==> src/rtl/result_monitor.sv <==
// result_monitor: checks writes on a monitored port against an expected-value table.
// Define RESULT_MONITOR_TIMEOUT_EN to add a CHECK-state watchdog driving timeout.
module result_monitor #(
  parameter int ADDR_W = 30,
  parameter int DATA_W = 32,
  parameter int DEPTH = 64,
  parameter int CHECK_NUM = 33,
  parameter logic [ADDR_W-1:0] TEST_PORT = 30'h40,
  parameter logic [DATA_W-1:0] BEGIN_SYM = 32'h00000932,
  parameter int ERR_W = 8,
  parameter int DUR_W = 16,
  parameter int TIMEOUT = 16'hFFFF,
  localparam int IW = $clog2(DEPTH)
) (
  input  logic              clk,
  input  logic              rst,
  input  logic [ADDR_W-1:0] addr,
  input  logic [DATA_W-1:0] data,
  input  logic              wen,
  input  logic              ld_en,
  input  logic [IW-1:0]     ld_idx,
  input  logic [DATA_W-1:0] ld_data,
  input  logic              stop_on_err,
  input  logic              clear,
  output logic [ERR_W-1:0]  error_num,
  output logic [DUR_W-1:0]  duration,
  output logic              finish,
  output logic              busy,
  output logic              fail_valid,
  output logic [IW-1:0]     fail_idx,
  output logic              timeout
);
  localparam logic [1:0] IDLE = 2'd0, CHECK = 2'd1, REPORT = 2'd2;
  localparam logic [ERR_W-1:0] ERR_MAX = {{(ERR_W-1){1'b1}}, 1'b0};
  localparam logic [IW-1:0] LAST_IDX = IW'(CHECK_NUM - 1);
  logic [1:0] state;
  logic [IW-1:0] idx;
  logic prev_wen, acc, mis, last, to_hit, done;
  logic [DATA_W-1:0] tbl [DEPTH];
  // Edge-qualified accept: a stalled bus holding wen counts once.
  assign acc = wen && addr == TEST_PORT && !prev_wen;
  assign mis = acc && data != tbl[idx];
  assign last = acc && idx == LAST_IDX;
  assign done = last || (stop_on_err && mis) || to_hit;
  assign busy = state == CHECK;
  assign finish = state == REPORT;
  always_ff @(posedge clk)
    if (ld_en) tbl[ld_idx] <= ld_data;
  always_ff @(posedge clk or negedge rst)
    if (!rst) begin
      state <= IDLE;
      idx <= '0;
      prev_wen <= 1'b0;
      error_num <= '1;
      duration <= '0;
      fail_valid <= 1'b0;
      fail_idx <= '0;
    end else if (clear) begin
      state <= IDLE;
      idx <= '0;
      prev_wen <= 1'b0;
      error_num <= '1;
      duration <= '0;
      fail_valid <= 1'b0;
      fail_idx <= '0;
    end else begin
      prev_wen <= wen;
      if (state == IDLE && acc && data == BEGIN_SYM) begin
        state <= CHECK;
        idx <= '0;
        error_num <= '0;
        duration <= '0;
        fail_valid <= 1'b0;
        fail_idx <= '0;
      end else if (state == CHECK) begin
        duration <= &duration ? duration : duration + DUR_W'(1);
        if (acc) idx <= idx + IW'(1);
        if (mis && error_num != ERR_MAX) error_num <= error_num + ERR_W'(1);
        if (mis && !fail_valid) begin
          fail_valid <= 1'b1;
          fail_idx <= idx;
        end
        if (done) state <= REPORT;
      end
    end
`ifdef RESULT_MONITOR_TIMEOUT_EN
  logic [31:0] wd;
  assign to_hit = state == CHECK && wd == 32'(TIMEOUT - 1);
  always_ff @(posedge clk or negedge rst)
    if (!rst) begin
      wd <= '0;
      timeout <= 1'b0;
    end else if (clear) begin
      wd <= '0;
      timeout <= 1'b0;
    end else begin
      wd <= state == CHECK ? wd + 32'd1 : '0;
      if (to_hit && !last && !(stop_on_err && mis)) timeout <= 1'b1;
    end
`else
  assign to_hit = 1'b0;
  assign timeout = 1'b0;
`endif
endmodule

==> config.mk <==
export PLATFORM = sky130hd
export DESIGN_NAME = result_monitor
export DESIGN_NICKNAME = d
export VERILOG_FILES = /design/src/rtl/result_monitor.sv
export SDC_FILE = /design/constraint.sdc
export NUM_CORES = 2
export LEC_CHECK = 0
export BUFFER_PORTS_ARGS = -buffer_cell sky130_fd_sc_hd__buf_4
export CORE_MARGIN = 3
export CORE_UTILIZATION = 57
export DETAILED_ROUTE_END_ITERATION = 10
export MAX_ROUTING_LAYER = met4
export PLACE_DENSITY = 0.73
export SKIP_LAST_GASP = 1
export SLEW_MARGIN = 20
export SYNTH_ARGS = -nofsm -noshare
export SYNTH_HDL_FRONTEND = slang
export SYNTH_SLANG_ARGS = --single-unit
==> constraint.sdc <==
create_clock -name clk -period 7.5 [get_ports clk]
set_input_delay 0.375 -clock clk [delete_from_list [all_inputs] [get_ports clk]]
set_output_delay 0.375 -clock clk [all_outputs]
set_load 0.01 [all_outputs]
==> results.md <==
- The sum of negative setup slack is 0 ns.
- The fraction of layout instances using a drive strength above 1 is 0.267.
- The register-to-register setup slack is 1.89 ns.
- For this run, the total global-route usage over all layers was measured as 0.317.
- Dividing the detail-routed via count by the number of cells gives 6.96.
- The final critical path time including I/O delays and setup is 5.61 ns.
- The number of distinct standard cells referenced by the synthesized netlist is 88.
- The max-slew violation total from the final report is 0.
- After detailed routing, the wire length on met1 is 82.6 mm.
- The count of port buffers added during placement is 138.
- The element type at the critical path start is a flop.
- Counting stages on the worst path, the most repeated cell is buf_4.
- The net total in the final layout is 4240.
- The register area share after synthesis is 0.764.
- The count of state elements after synthesis is 2088.
- Of the post-synthesis cell area, the dominant cell type holds 0.752.
- The met2 layer wire length in the routed design is 103 mm.
- The HPWL after detailed placement is 124 mm.
- The most frequently used flop master after synthesis is edfxtp_1.
- The post-route fraction of the period consumed by the critical path is 0.747.
- The area of the mapped netlist is 0.0818 mm².
- Entering global routing, the biggest net connects 85 pins.
- The master cell of the clock root buffer is clkbuf_16.
- Along the worst path, the maximum fanout reaches 31.
- The complex-gate fraction of the synthesized area is 0.0315.
- Summed over all nets, the switching power comes to 4620 µW.
- The die is 385 µm tall.
- Counting along the longest clock path gives a buffer depth of 3.
- The number of nets with antenna violations after detailed routing is 0.
- The via count of the first global-routing pass is 42467.
- The sequential share of power is 0.554.
- On the final layout, the worst clock skew is 0.0229 ns.
- For this run, asynchronously set or reset flops after synthesis account for 0.0192.
- The horizontal extent of the die is 385 µm.
- The fraction of synthesized area in multiplexers is 0.154.
- Cell internal power was estimated by the tool at 18700 µW.
- After detailed routing, the number of remaining DRC violations is 0.
- The worst register-to-register path begins at idx[2]$_DFFE_PN0P_.
- Traced cell by cell, the critical path runs through buf_4 > buf_4 > and3b_1 > a221oi_1 > a31oi_1 > nor3_1 > mux4_2 > o2111ai_1 > nor4_4 > a21oi_2 > mux2i_1 > a311o_1.
- The path class of the tightest hold or removal check is input pin to flop.
- The data arrival time of the worst path is 6.35 ns.
- After detailed routing, the average wire length per cell comes to 36.3 µm.
- The capture endpoint of the worst hold path is tbl[0][19]$_DFFE_PP_.
- The first TritonRoute pass finished after 5 iterations.
- The sum of overflow across all layers after global routing is 0.
- The number of nets produced by synthesis is 3969.
- Setup repair after global routing left no endpoint under its margin.
- The number of top-level pins is 140.
- Summed over all nets, wire length on met3 after detailed routing comes to 29.9 mm.
- The area of the die is 0.148 mm².
- The cell with the most instances after synthesis is edfxtp_1.
- The count of final hold-check violations is 0.
- The tool flagged a number of max-cap violations equal to 0.
- The mean cell area of the mapped netlist is 21.2 µm².
- The effective utilization at floorplan is 0.576.
- For this run, the slowest stage of the critical path takes 0.88 ns.
- The cell count after synthesis is 3858.
- Derived from the worst setup path, the maximum achievable clock frequency is 178 MHz.
- The routed design has 225 mm of wire.
- Of the total synthesized cell area, the portion taken by full adders, half adders and majority gates is 0.000765.
- At the end of routability-driven placement, the weighted congestion stood at 0.874.
- The ratio of total power to cell area is 253 mW/mm².
- Clock latency on the worst-skew pair, taken at its later pin, is 0.84 ns.
- The library cell with the largest summed area after synthesis is edfxtp_1.
- The number of antenna violations at the first check in global routing is 4.
- The routed via count is 43038.
- The clock transition at the registers of the reported paths is 0.06 ns.
- The slowest stage of the critical path is the dfrtp_4 cell.
- The worst-case IR drop observed on VDD is 196 µV.
- The number of enable flip-flop cells after synthesis is 2048.
- The dominant combinational cell family by area after synthesis is multiplexers.
- In the post-synthesis netlist, the biggest area contributors are edfxtp_1 75%, mux4_2 12%, mux2i_1 2.6%.
- Counting instances, the worst hold path has a depth of 1.
- The run finished with clean final reports.
- Counting the buffers created by CTS gives 201.
- The switching portion of total power is 0.198.
- The power consumption is 23300 µW.
- The worst setup path is of the flop to flop kind.
- The relative contribution of the clock network to total power is 0.429.
- The layout overhead on the synthesized area is 12.5%.
- The violation count after the first detailed-routing iteration is 6749.
- The combinational cell fraction of total power is 0.017.
- The total of warnings raised by yosys is 0.
- STA classifies the critical path endpoint as a flop.
- Summed over all cells, the static leakage comes to 0.0286 µW.
- The headroom to the max-slew limit is 0.215.
- The pin slew with the least headroom to its limit is 1.16 ns.
- The top metal layer carrying routed signals is met4.
- Counting instances in the post-synthesis netlist gives the leading cell types as 2048 x edfxtp_1, 428 x mux4_2, 216 x mux2i_1.
- The startpoint of the most critical hold path is ld_data[19].
- The H-tree depth reported by CTS is 4.
- The number of setup buffers added after CTS is 0.
- The critical register-to-register path endpoint is error_num[2]$_DFFE_PN1P_.
- Setup violations remaining at the end of the flow were counted as 0.
- The cell count of the worst reg-to-reg path is 12.
- The number of core rows is 138.
- The xor/xnor share of the synthesized area is 0.00493.
- The simple logic cell fraction of the synthesized area is 0.0267.
- The global-route wire length before repair is 318 mm.
- The TritonCTS clock tree is yes.
- The clock sink count is 2088.
- The data required time at the worst endpoint is 8.25 ns.
- The area of the placeable core is 0.142 mm².
## flip-flops by register name (all words and copies together) (netlist names)
signal      cells
duration       16
error_num       8
fail_idx        6
fail_valid      1
idx             6
prev_wen        1
state           2
tbl          2048
## worst max-delay path by stage
stage,cells past startpoint,slack [ns],start,to
detailed placement,12,2.06,idx[0]$_DFFE_PN0P_,error_num[2]$_DFFE_PN1P_
floorplan,14,3.90,idx[0]$_DFFE_PN0P_,error_num[2]$_DFFE_PN1P_
global route,12,1.81,idx[0]$_DFFE_PN0P_,error_num[2]$_DFFE_PN1P_
finish,12,1.89,idx[2]$_DFFE_PN0P_,error_num[2]$_DFFE_PN1P_
global placement,12,2.06,idx[0]$_DFFE_PN0P_,error_num[2]$_DFFE_PN1P_
CTS,12,2.03,idx[0]$_DFFE_PN0P_,error_num[2]$_DFFE_PN1P_
## timing repair
| item | in CTS | in global routing |
|---|---|---|
| hold buffers | 4 | 0 |
| endpoints found under the setup margin | 0 | 0 |
| resized for setup | 0 | 0 |
| endpoints found under the hold margin | 51 | 0 |
## placed cells by master, fill, tap and decap left out, drive strengths merged, types with 7 or more instances in the layout
cell      instances
edfxtp         2048
mux4            437
buf             273
clkbuf          243
mux2i           216
nand2           159
nor2            127
clkinv           95
o221ai           62
mux2             52
a21oi            46
o21ai            36
dfrtp            32
a221oi           29
nand3            27
xnor2            27
a221o            23
o22ai            22
xor2             19
bufinv           19
nor4             19
inv              19
and3             17
nor3             17
nand4            15
a211o            15
nor2b            15
and2             14
a22oi            13
a211oi           11
a22o             10
o211ai            9
nor4b             8
dfstp             8
a31oi             7
clkinvlp          7
## power groups by stage
stage,Clock (µW),Sequential [µW],Combinational [µW]
floorplan,0,13100,80.2
global placement,0,13100,371
detailed placement,0,13200,385
CTS,10000,12900,387
global route,10500,12900,416
finish,10000,12900,398
## worst max-delay path, delay by kind of cell (launching register included)
| family | cells | cell delay [ns] |
|---|---|---|
| buffers and inverters | 2 | 0.90 |
| multiplexers | 2 | 0.56 |
| AND/OR/NAND/NOR | 3 | 1.54 |
| AO/OA/AOI/OAI | 5 | 1.62 |
| flip-flops | 1 | 0.88 |
## kinds of logic after synthesis
group	count (synthesis)
adders and majority gates	5
and+or+nand+nor	453
AOI/OAI and AO/OA	334
buffers and inverters	226
other	1
DFF	2088
xor gates and xnor gates	46
muxes	705
## area by class of cell
cell class	count	area, µm²
Inverter	17	70.1
Multi-Input combinational cell	1544	18400
Clock inverter	123	1120
Timing Repair Buffer	277	2230
Fill cell	9117	50100
Antenna cell	2	5.00
Tap cell	1890	2360
Clock buffer	243	5360
Sequential cell	2088	62500
## per-layer routing
layer | up-vias | GRT usage
met5 | - | -
li1 | 16745 | -
met3 | 565 | 0.0795
met1 | 22373 | 0.442
met2 | 3355 | 0.463
met4 | 0 | 0.112
## metrics by stage
step	hold slack [ns]	cell area, µm²	instances	util	worst slack, ns
finish	0.0827	92000	6184	0.648	1.89
floorplan	0.0794	81800	3858	-	3.90
global placement	0.393	85500	5812	0.602	2.06
CTS	0.0481	92000	6182	0.648	2.03
detailed placement	0.393	85500	5812	0.602	2.06
global route	0.0987	92000	6184	0.648	1.81
Power figures use the tool's default switching activity.
